`src/rtl/hs_ram_arbiter_if.sv`:
```
// hs_ram_arbiter_if: hiscore-side request/grant and RAM data handshake
interface hs_ram_arbiter_if #(
  parameter int ADDR_W = 11,
  parameter int DATA_W = 8
);
  logic              hs_intent;
  logic [ADDR_W-1:0] hs_addr;
  logic [DATA_W-1:0] hs_wdata;
  logic              hs_we;
  logic              hs_grant;
  logic [DATA_W-1:0] hs_rdata;
  logic              hs_rvalid;
  logic              hs_abort;
  modport master (
    output hs_intent, hs_addr, hs_wdata, hs_we,
    input  hs_grant, hs_rdata, hs_rvalid, hs_abort
  );
  modport slave (
    input  hs_intent, hs_addr, hs_wdata, hs_we,
    output hs_grant, hs_rdata, hs_rvalid, hs_abort
  );
endinterface

```
`src/rtl/hs_ram_arbiter.sv`:
```
// hs_ram_arbiter: hands the work RAM port from the CPU to the hiscore engine once the CPU is paused and idle
module hs_ram_arbiter #(
  parameter int ADDR_W  = 11,
  parameter int DATA_W  = 8,
  parameter int SETTLE  = 4,
  parameter int RD_LAT  = 1,
  parameter int TIMEOUT = 4096
)(
  input  logic              clk_sys,
  input  logic              reset_n,
  hs_ram_arbiter_if.slave   hs,
  output logic              pause_req,
  input  logic              pause_ack,
  input  logic              cpu_busy,
  input  logic [ADDR_W-1:0] cpu_addr,
  input  logic [DATA_W-1:0] cpu_wdata,
  input  logic              cpu_we,
  output logic              cpu_clash,
  output logic [ADDR_W-1:0] ram_addr,
  output logic [DATA_W-1:0] ram_wdata,
  output logic              ram_we,
  input  logic [DATA_W-1:0] ram_rdata
);
  localparam int TW = $clog2(TIMEOUT);
  localparam int SW = $clog2(SETTLE) + 1;

  typedef enum logic [2:0] {ST_IDLE, ST_PAUSE_REQ, ST_SETTLE, ST_GRANT, ST_RELEASE} state_t;

  state_t              state_q, state_d;
  logic [TW-1:0]       to_q, to_d;
  logic [SW-1:0]       st_q, st_d;
  logic                abort_q, abort_d;
  logic                sel_q, sel_d;
  logic                pause_q, pause_d;
  logic                clash_q, clash_d;
  logic [RD_LAT-1:0]   rd_q, rd_d;
  logic [DATA_W-1:0]   rdata_q, rdata_d;
  logic                rvalid;

  assign rvalid = rd_q[RD_LAT-1];

  // next-state: request pause, wait for ack with an idle bus, settle, then own the port
  always_comb begin
    state_d = state_q;
    to_d    = to_q;
    st_d    = st_q;
    abort_d = 1'b0;
    case (state_q)
      ST_IDLE: begin
        if (hs.hs_intent) begin
          state_d = ST_PAUSE_REQ;
          to_d    = '0;
        end
      end
      ST_PAUSE_REQ: begin
        to_d = to_q + 1'b1;
        if (!hs.hs_intent) state_d = ST_IDLE;
        else if (pause_ack && !cpu_busy) begin
          state_d = ST_SETTLE;
          st_d    = SW'(SETTLE - 1);
        end else if (to_q == TW'(TIMEOUT - 1)) begin
          state_d = ST_RELEASE;
          abort_d = 1'b1;
        end
      end
      ST_SETTLE: begin
        st_d = st_q - 1'b1;
        if (!hs.hs_intent) state_d = ST_RELEASE;
        else if (!pause_ack) begin
          state_d = ST_PAUSE_REQ;
          to_d    = '0;
        end else if (st_q == '0) state_d = ST_GRANT;
      end
      ST_GRANT:   state_d = hs.hs_intent ? ST_GRANT : ST_RELEASE;
      ST_RELEASE: state_d = hs.hs_intent ? ST_RELEASE : ST_IDLE;
      default:    state_d = ST_IDLE;
    endcase
  end

  // registered flags; the read pipe is flushed whenever the next cycle is not granted
  always_comb begin
    sel_d   = state_d == ST_GRANT;
    pause_d = state_d inside {ST_PAUSE_REQ, ST_SETTLE, ST_GRANT};
    clash_d = sel_q & cpu_we;
    rd_d    = sel_d ? RD_LAT'({rd_q, sel_q & ~hs.hs_we}) : '0;
    rdata_d = rvalid ? ram_rdata : rdata_q;
  end

  // RAM mux follows the registered select so it never glitches on state decode
  always_comb begin
    ram_we    = sel_q ? hs.hs_we    : cpu_we;
    ram_addr  = sel_q ? hs.hs_addr  : cpu_addr;
    ram_wdata = sel_q ? hs.hs_wdata : cpu_wdata;
  end

  assign hs.hs_grant  = sel_q;
  assign hs.hs_abort  = abort_q;
  assign hs.hs_rvalid = rvalid;
  assign hs.hs_rdata  = rvalid ? ram_rdata : rdata_q;
  assign pause_req    = pause_q;
  assign cpu_clash    = clash_q;

  // state and flag registers; async reset returns the mux to the CPU immediately
  always_ff @(posedge clk_sys or negedge reset_n) begin
    if (!reset_n) begin
      state_q <= ST_IDLE;
      to_q    <= '0;
      st_q    <= '0;
      abort_q <= 1'b0;
      sel_q   <= 1'b0;
      pause_q <= 1'b0;
      clash_q <= 1'b0;
      rd_q    <= '0;
      rdata_q <= '0;
    end else begin
      state_q <= state_d;
      to_q    <= to_d;
      st_q    <= st_d;
      abort_q <= abort_d;
      sel_q   <= sel_d;
      pause_q <= pause_d;
      clash_q <= clash_d;
      rd_q    <= rd_d;
      rdata_q <= rdata_d;
    end
  end
endmodule

```
`src/flat_wrapper.sv`:
```
// flat-port wrapper written by rule: the top's interface ports become plain ports
module hs_ram_arbiter_flat 
#(
  parameter int ADDR_W  = 11,
  parameter int DATA_W  = 8,
  parameter int SETTLE  = 4,
  parameter int RD_LAT  = 1,
  parameter int TIMEOUT = 4096
)
  (clk_sys, reset_n, pause_req, pause_ack, cpu_busy, cpu_addr, cpu_wdata, cpu_we, cpu_clash, ram_addr, ram_wdata, ram_we, ram_rdata, hs_hs_intent, hs_hs_addr, hs_hs_wdata, hs_hs_we, hs_hs_grant, hs_hs_rdata, hs_hs_rvalid, hs_hs_abort);
  hs_ram_arbiter_if #(.ADDR_W(ADDR_W), .DATA_W(DATA_W)) hs_i ();
  input  logic clk_sys;
  input  logic reset_n;
  output logic pause_req;
  input  logic pause_ack;
  input  logic cpu_busy;
  input  logic [ADDR_W-1:0] cpu_addr;
  input  logic [DATA_W-1:0] cpu_wdata;
  input  logic cpu_we;
  output logic cpu_clash;
  output logic [ADDR_W-1:0] ram_addr;
  output logic [DATA_W-1:0] ram_wdata;
  output logic ram_we;
  input  logic [DATA_W-1:0] ram_rdata;
  input wire logic [$bits(hs_i.hs_intent)-1:0] hs_hs_intent;
  input wire logic [$bits(hs_i.hs_addr)-1:0] hs_hs_addr;
  input wire logic [$bits(hs_i.hs_wdata)-1:0] hs_hs_wdata;
  input wire logic [$bits(hs_i.hs_we)-1:0] hs_hs_we;
  output wire logic [$bits(hs_i.hs_grant)-1:0] hs_hs_grant;
  output wire logic [$bits(hs_i.hs_rdata)-1:0] hs_hs_rdata;
  output wire logic [$bits(hs_i.hs_rvalid)-1:0] hs_hs_rvalid;
  output wire logic [$bits(hs_i.hs_abort)-1:0] hs_hs_abort;
  assign hs_i.hs_intent = hs_hs_intent;
  assign hs_i.hs_addr = hs_hs_addr;
  assign hs_i.hs_wdata = hs_hs_wdata;
  assign hs_i.hs_we = hs_hs_we;
  assign hs_hs_grant = hs_i.hs_grant;
  assign hs_hs_rdata = hs_i.hs_rdata;
  assign hs_hs_rvalid = hs_i.hs_rvalid;
  assign hs_hs_abort = hs_i.hs_abort;
  hs_ram_arbiter #(.ADDR_W(ADDR_W), .DATA_W(DATA_W), .SETTLE(SETTLE), .RD_LAT(RD_LAT), .TIMEOUT(TIMEOUT)) u_core (.clk_sys(clk_sys), .reset_n(reset_n), .hs(hs_i), .pause_req(pause_req), .pause_ack(pause_ack), .cpu_busy(cpu_busy), .cpu_addr(cpu_addr), .cpu_wdata(cpu_wdata), .cpu_we(cpu_we), .cpu_clash(cpu_clash), .ram_addr(ram_addr), .ram_wdata(ram_wdata), .ram_we(ram_we), .ram_rdata(ram_rdata));
endmodule
```
`config.mk`:
```
export PLATFORM = sky130hd
export DESIGN_NAME = hs_ram_arbiter_flat
export DESIGN_NICKNAME = d
export VERILOG_FILES = /design/src/rtl/hs_ram_arbiter_if.sv /design/src/rtl/hs_ram_arbiter.sv /design/src/flat_wrapper.sv
export SDC_FILE = /design/constraint.sdc
export NUM_CORES = 1
export LEC_CHECK = 0
export CORE_MARGIN = 3
export CORE_UTILIZATION = 36
export DETAILED_ROUTE_END_ITERATION = 12
export PLACE_DENSITY = 0.76
export RECOVER_POWER = 25
export SETUP_SLACK_MARGIN = 0.5
export SKIP_LAST_GASP = 1
export SLEW_MARGIN = 10
export SYNTH_ARGS = -nofsm -noshare
export SYNTH_HDL_FRONTEND = slang
export SYNTH_SLANG_ARGS = --single-unit
export TNS_END_PERCENT = 100
```
`constraint.sdc`:
```
create_clock -name clk_sys -period 1.35 [get_ports clk_sys]
set_input_delay 0.27 -clock clk_sys [delete_from_list [all_inputs] [get_ports clk_sys]]
set_output_delay 0.27 -clock clk_sys [all_outputs]
set_load 0.01 [all_outputs]
```
==> out/metrics.csv, run 1 <==
stage,metric,value,unit
run_status,outcome,finished with violations,
run_status,violations,setup timing,
floorplan,ios,86,
layout,final_core_util,83.98,%
yosys,yosys.area.top_type,dfrtp_1,
clock_network,ctsHtreeMaxLevel,2,
sta,relSlewSlack,47.77,%
drt,finalWirelength,7548,um
worst_setup_path,rrSetupSlack,-200,ps
floorplan,core,4474,um2
pwr,p_seq_share,31.9,%
layout,antenna_cells,0,
place,dp.final_hpwl,4106,um
pwr,p_leak,1.741,nW
layout,seqCellArea,783.3,um2
worst_setup_path,worstPathRequired,1080,ps
grt,grt_first_pass_wirelength,9066,um
drt,via_per_inst,5.414,
worst_setup_path,crit_fanout,7,
sta,layout_setup_ws,-299.2,ps
drt,wl_per_cell,20.85,um
drt,drt_iter0_drc,101,
sta,max_freq,606.4,MHz
layout,final_area,3757,um2
yosys,syn-num-nets,211,
layout,num-fill-cells,221,
worst_setup_path,critPathKind,reg2out,
job,maxCapViolations,0,
floorplan,die_y,74.80,um
yosys,synth_warnings,0,
place,place_congestion,0.8664,
sta,post-route-period-util,122.2,%
clock_network,clockBufferDepth,2,
grt,grt_util_all_layers,22.07,%
yosys,synth_ff_type,dfrtp_1,
yosys,yosysUniqueCellTypes,40,
clock_network,clkSlewWorstSetupHoldPaths,70,ps
yosys,synth_cells,155,
floorplan,die_w,74.80,um
sta,setup-tns-final,-9408,ps
yosys,syn_area,1704,um2
pwr,clock_power_share,26.6,%
pwr,switchingPower,1.130,mW
sta,worst_slew_pin_slew,783.4,ps
pwr,ir_worst_vdd,0.7005,mV
floorplan,std_cell_rows,24,
worst_setup_path,worstSetupEndpointType,output port,
pwr,pwr-share-comb,41.5,%
yosys,synth.area.top_cells,"dfrtp_1, mux2_2, o21ai_0, ha_1, a21oi_1",
clock_network,insertion_delay,290,ps
sta,rsz0062_at_grt,yes,
drt,drtPass1Iterations,4,
pwr,finalPower,3.680,mW
pwr,power_density,979.5,nW/um2
place,io_buffer_count,85,
grt,antenna_found_initial,0,
worst_setup_path,arrival,1380,ps
yosys,seq_area_frac_synth,45.52,%
clock_network,cts_buffers,5,
sta,whs,527.2,ps
sta,skew,6.520,ps
yosys,synth_top_area_share,45.52,%
sta,slew_viol_final,0,
layout,final_nets,365,
pwr,switching_share,30.72,%
drt,num_vias,1960,
sta,setup_violations,44,
drt,drc_errors,0,
clock_network,clock-sinks,31,
place,dpl.cell_count,327,
place,pre_cts_slack,-497.9,ps
yosys,synth-edff-count,0,
layout,drive_gt1_share,57.74,%
hold_path,hold_class,in2reg,
worst_setup_path,crit_path_start_kind,register,
floorplan,start_util,38.09,%
sta,period_minus_slack,1649,ps
clock_network,cts_hold_buffers,0,
sta,finalHoldViolations,0,
clock_network,cts_tree,done,
grt,grt_pass1_vias,1847,
layout,area_growth_syn_to_layout,120.5,%
layout,layoutNonFillerInstCount,362,
layout,multi_input_area,1217,um2
grt,grt_max_degree,32,
floorplan,die_area,5595,um2
drt,detail-route-antenna-nets,0,
grt,grt_remaining_overflow,0,
clock_network,cts_root_buf,clkbuf_8,
pwr,intPower,2.550,mW
yosys,ys_ff_latch,31,
yosys,syn_area_per_cell,10.99,um2
yosys,synthArstFlopShare,100.0,%
place,place_area,3078,um2
==> timing repair <==
| item | CTS | global route |
|---|---|---|
| cloned | 2 | 0 |
| resized for setup | 204 | 44 |
| setup endpoints to repair | 63 | 64 |
| setup buffers | 11 | 14 |
| pin swaps | 13 | 11 |
==> worst max-delay path, cell delays in order, from the launching register on <==
cell and delay (ps):
dfrtp_2 480, buf_12 180, mux2_4 300, buf_6 120
==> logic make-up after synthesis <==
group | after synthesis | share of synthesized area, %
adders and majority gates | 3 | 2.203
muxes | 29 | 19.09
AOI/OAI and AO/OA | 31 | 12.41
and+or+nand+nor | 47 | 16.37
buffers and inverters | 11 | 2.864
xor gates and xnor gates | 3 | 1.542
DFF | 31 | 45.52
==> cells in the mapped netlist (2+ instances only) <==
master    instances
dfrtp_1          31
mux2_2           28
o21ai_0          10
a21oi_1           7
inv_1             7
nand2_1           6
nand3_1           5
and3_1            4
nand4_1           4
nor2_1            4
nor2b_1           4
or3_1             4
and2_1            3
ha_1              3
nand2b_1          3
xor2_1            3
a22o_1            2
a31oi_1           2
buf_1             2
nor3_1            2
or2_1             2
==> flip-flops by register name, indices dropped and copies added (netlist names) <==
name and count:
u_core.to_q 12, u_core.rdata_q 8, u_core.st_q 3, u_core.state_q 3, u_core.cpu_clash 1, u_core.hs.hs_abort 1, u_core.hs.hs_grant 1, u_core.hs.hs_rvalid 1
u_core.pause_req 1
==> power by group through the flow <==
stage	clock, mW	sequential (mW)	combinational [mW]
5_1_grt	1.05	1.19	1.61
6_report	0.977	1.18	1.53
3_3_place_gp	0	1.14	1.06
3_5_place_dp	0	1.15	1.09
4_1_cts	0.958	1.15	1.30
2_1_floorplan	0	1.13	0.498
==> path summary, 6_finish.rpt <==
kind / cells after the start / start / endpoint
worst max-delay path: 3 / u_core.hs.hs_grant / ram_wdata[1]
worst min-delay path: 3 / hs_hs_intent / u_core.state_q[0]
worst max register to register: 6 / u_core.to_q[1] / u_core.to_q[10]
worst min register to register: 1 / u_core.st_q[2] / u_core.st_q[2]
max in group asynchronous: 2 / reset_n / u_core.hs.hs_rvalid
min in group asynchronous: 2 / reset_n / u_core.to_q[4]
==> layout make-up <==
class                           instances  area share [%]
Tap cell                               52           1.732
Sequential cell                        31           20.85
Clock inverter                          2          0.9324
Clock buffer                            6           2.198
Multi-Input combinational cell        113           32.40
Inverter                                7          0.6993
Timing Repair Buffer                  151           41.19
==> cells in the final DEF, fill, tap and decap left out, types with 4 or more instances in the layout <==
master / synthesis / layout
mux2_4: 0 / 28
buf_6: 1 / 61
dfrtp_2: 0 / 6
nand4_1: 4 / 4
a21oi_2: 0 / 5
nand2_1: 6 / 5
dfrtp_1: 31 / 25
clkbuf_8: 0 / 6
o21ai_1: 1 / 5
buf_4: 0 / 32
inv_1: 7 / 7
clkdlybuf4s50_1: 0 / 49
==> layer usage <==
metal,track usage [%],vias up,routed length (um)
met1,26.09,975,2861
met5,0,-,0
li1,-,880,-
met3,5.340,24,357
met2,38.73,81,4091
met4,8.300,0,238
Note: power is estimated with default switching activity, not from simulation.
==> run 2: changes to the inputs <==
--- a/config.mk
+++ b/config.mk
@@ -6,9 +6,9 @@
 export NUM_CORES = 1
 export LEC_CHECK = 0
 export CORE_MARGIN = 3
-export CORE_UTILIZATION = 36
+export CORE_UTILIZATION = 33
 export DETAILED_ROUTE_END_ITERATION = 12
-export PLACE_DENSITY = 0.76
+export PLACE_DENSITY = 0.71
 export RECOVER_POWER = 25
 export SETUP_SLACK_MARGIN = 0.5
 export SKIP_LAST_GASP = 1
==> run 2 against run 1 <==
Effect of this change:
- the flow still finishes with violations (setup timing)
- global-route usage down 1.0 points
- routed wire length down 6.1%
- sequential power about the same
- critical path depth up 1
- sequential share of layout area down 0.32 points
- utilization down 5.5 points
- combinational power about the same
- total power down 0.51%
- clock skew down 2.2 ps
- design area up 1.2%
- worst hold slack worse by 14 ps
- highest routed layer unchanged
==> out/metrics.csv, run 2 (synthesized netlist as in run 1, its figures left out) <==
stage,metric,value,unit,change
floorplan,die_y,77.86,um,+4.1%
clock_network,ctsHtreeMaxLevel,2,,unchanged
pwr,power_density,962.6,nW/um2,-1.7%
sta,worst_slew_pin_slew,802.5,ps,+19.04 ps
layout,final_core_util,78.45,%,-5.5 points
grt,grt_first_pass_wirelength,9729,um,+7.3%
sta,skew,4.318,ps,-2.202 ps
drt,drc_errors,0,,unchanged
drt,num_vias,1888,,-3.7%
sta,max_freq,573.9,MHz,-5.3%
clock_network,clkSlewWorstSetupHoldPaths,70,ps,about the same
sta,slew_viol_final,0,,unchanged
run_status,violations,setup timing,,
layout,antenna_cells,0,,unchanged
layout,top_register,u_core.to_q,,
pwr,p_leak,1.775,nW,+1.9%
layout,reg_top3,"u_core.to_q (12), u_core.rdata_q (8)",,
place,place_congestion,0.8774,,+1.3%
layout,final_nets,369,,+1.1%
clock_network,cts_root_buf,clkbuf_8,,
clock_network,clockBufferDepth,2,,unchanged
layout,num-fill-cells,278,,+26%
floorplan,die_w,77.86,um,+4.1%
place,dp.final_hpwl,4115,um,+0.22%
sta,rsz0062_at_grt,yes,,
layout,area_growth_syn_to_layout,123.2,%,
floorplan,die_area,6062,um2,+8.3%
job,maxCapViolations,0,,unchanged
drt,wl_per_cell,18.61,um,-11%
grt,grt_remaining_overflow,0,,unchanged
layout,largest_reg_flops,12,,unchanged
grt,grt_util_all_layers,21.05,%,-1.0 points
pwr,ir_worst_vdd,0.8904,mV,+27%
layout,multi_input_area,1194,um2,-2.0%
sta,period_minus_slack,1742,ps,+93.20 ps
drt,detail-route-antenna-nets,0,,unchanged
worst_setup_path,crit_fanout,5,,-2
layout,drive_gt1_share,56.37,%,-1.4 points
sta,setup_violations,48,,+9.1%
clock_network,clock-sinks,31,,unchanged
floorplan,start_util,35.15,%,-2.9 points
run_status,outcome,finished with violations,,
grt,grt_pass1_vias,1881,,+1.8%
floorplan,std_cell_rows,25,,+4.2%
worst_setup_path,critPathKind,reg2out,,
worst_setup_path,arrival,1470,ps,+90 ps
place,dpl.cell_count,341,,+4.3%
place,place_area,3077,um2,about the same
clock_network,cts_buffers,5,,unchanged
sta,setup-tns-final,-10730,ps,-1321 ps
sta,finalHoldViolations,0,,unchanged
drt,via_per_inst,4.955,,-8.5%
drt,drtPass1Iterations,4,,unchanged
worst_setup_path,worstPathRequired,1080,ps,about the same
sta,post-route-period-util,129.1,%,+6.9 points
grt,antenna_found_initial,0,,unchanged
sta,layout_setup_ws,-392.4,ps,-93.20 ps
worst_setup_path,worstSetupEndpointType,output port,,
floorplan,core,4848,um2,+8.4%
place,io_buffer_count,85,,unchanged
layout,final_cell_mix,"buf_6, clkdlybuf4s50_1, buf_4, mux2_4, dfrtp_1",,
clock_network,cts_tree,done,,
floorplan,ios,86,,unchanged
hold_path,hold_class,reg2reg,,
worst_setup_path,crit_path_start_kind,register,,
sta,relSlewSlack,46.50,%,-1.3 points
layout,layoutNonFillerInstCount,381,,+5.2%
layout,seqCellArea,780.7,um2,-0.32%
grt,grt_max_degree,32,,unchanged
drt,drt_iter0_drc,117,,+16%
layout,final_area,3804,um2,+1.2%
layout,layout_commonest_cell,buf_6,,
drt,finalWirelength,7089,um,-6.1%
clock_network,cts_hold_buffers,0,,unchanged
clock_network,insertion_delay,300,ps,about the same
[run 2: final timing paths]
check / depth (start not counted) / to / start / slack, ps
min: 1 / u_core.rdata_q[2] / u_core.rdata_q[2] / 510
max in group asynchronous: 2 / u_core.state_q[2] / reset_n / 200
min reg2reg: 1 / u_core.rdata_q[2] / u_core.rdata_q[2] / 510
max reg2reg: 5 / u_core.to_q[10] / u_core.to_q[1] / -330
min in group asynchronous: 2 / u_core.rdata_q[0] / reset_n / 590
max: 4 / ram_addr[6] / u_core.hs.hs_grant / -390
[run 2: power by group]
group          total [mW]  switching (mW)  internal (mW)
Combinational        1.52           0.592          0.924
Sequential           1.16           0.116           1.04
Clock               0.988           0.391          0.597
Total                3.66            1.10           2.56
[run 2: layout make-up]
type / instances / area share [%]
Timing Repair Buffer: 155 / 42.11
Multi-Input combinational cell: 113 / 31.38
Clock inverter: 2 / 0.9211
Inverter: 7 / 0.6908
Sequential cell: 31 / 20.53
Clock buffer: 6 / 2.171
Tap cell: 67 / 2.204
[run 2: per-stage QoR]
stage / hold slack, ps / total power, mW / setup WS, ps
after floorplan: -25.59 / 1.632 / -78.66
after global placement: 474.5 / 2.213 / -417.7
after detailed placement: 480.8 / 2.236 / -452.0
after CTS: 345.7 / 3.359 / -385.5
after global routing: 523.5 / 3.816 / -430.3
final: 513.2 / 3.661 / -392.4
[run 2: critical path, cell delays in order (launching register included)]
cell and delay [ps]:
dfrtp_2 460, buf_6 150, clkbuf_16 150, mux2_4 300, buf_6 120
[run 2: metal layers]
metal / wire length (um) / track usage, % / share of wire, %
met1: 2804 / 25.25 / 40
met2: 3918 / 35.02 / 55
met3: 244 / 5.916 / 3.4
met4: 123 / 9.075 / 1.7
met5: 0 / 0 / 0
[run 2: what timing repair did]
| action | 4_1_cts | 5_1_grt |
|---|---|---|
| endpoints found under the setup margin | 64 | 64 |
| setup buffers | 13 | 16 |
| pin swaps | 10 | 9 |
| gates cloned | 2 | 1 |
| resized for setup | 187 | 56 |
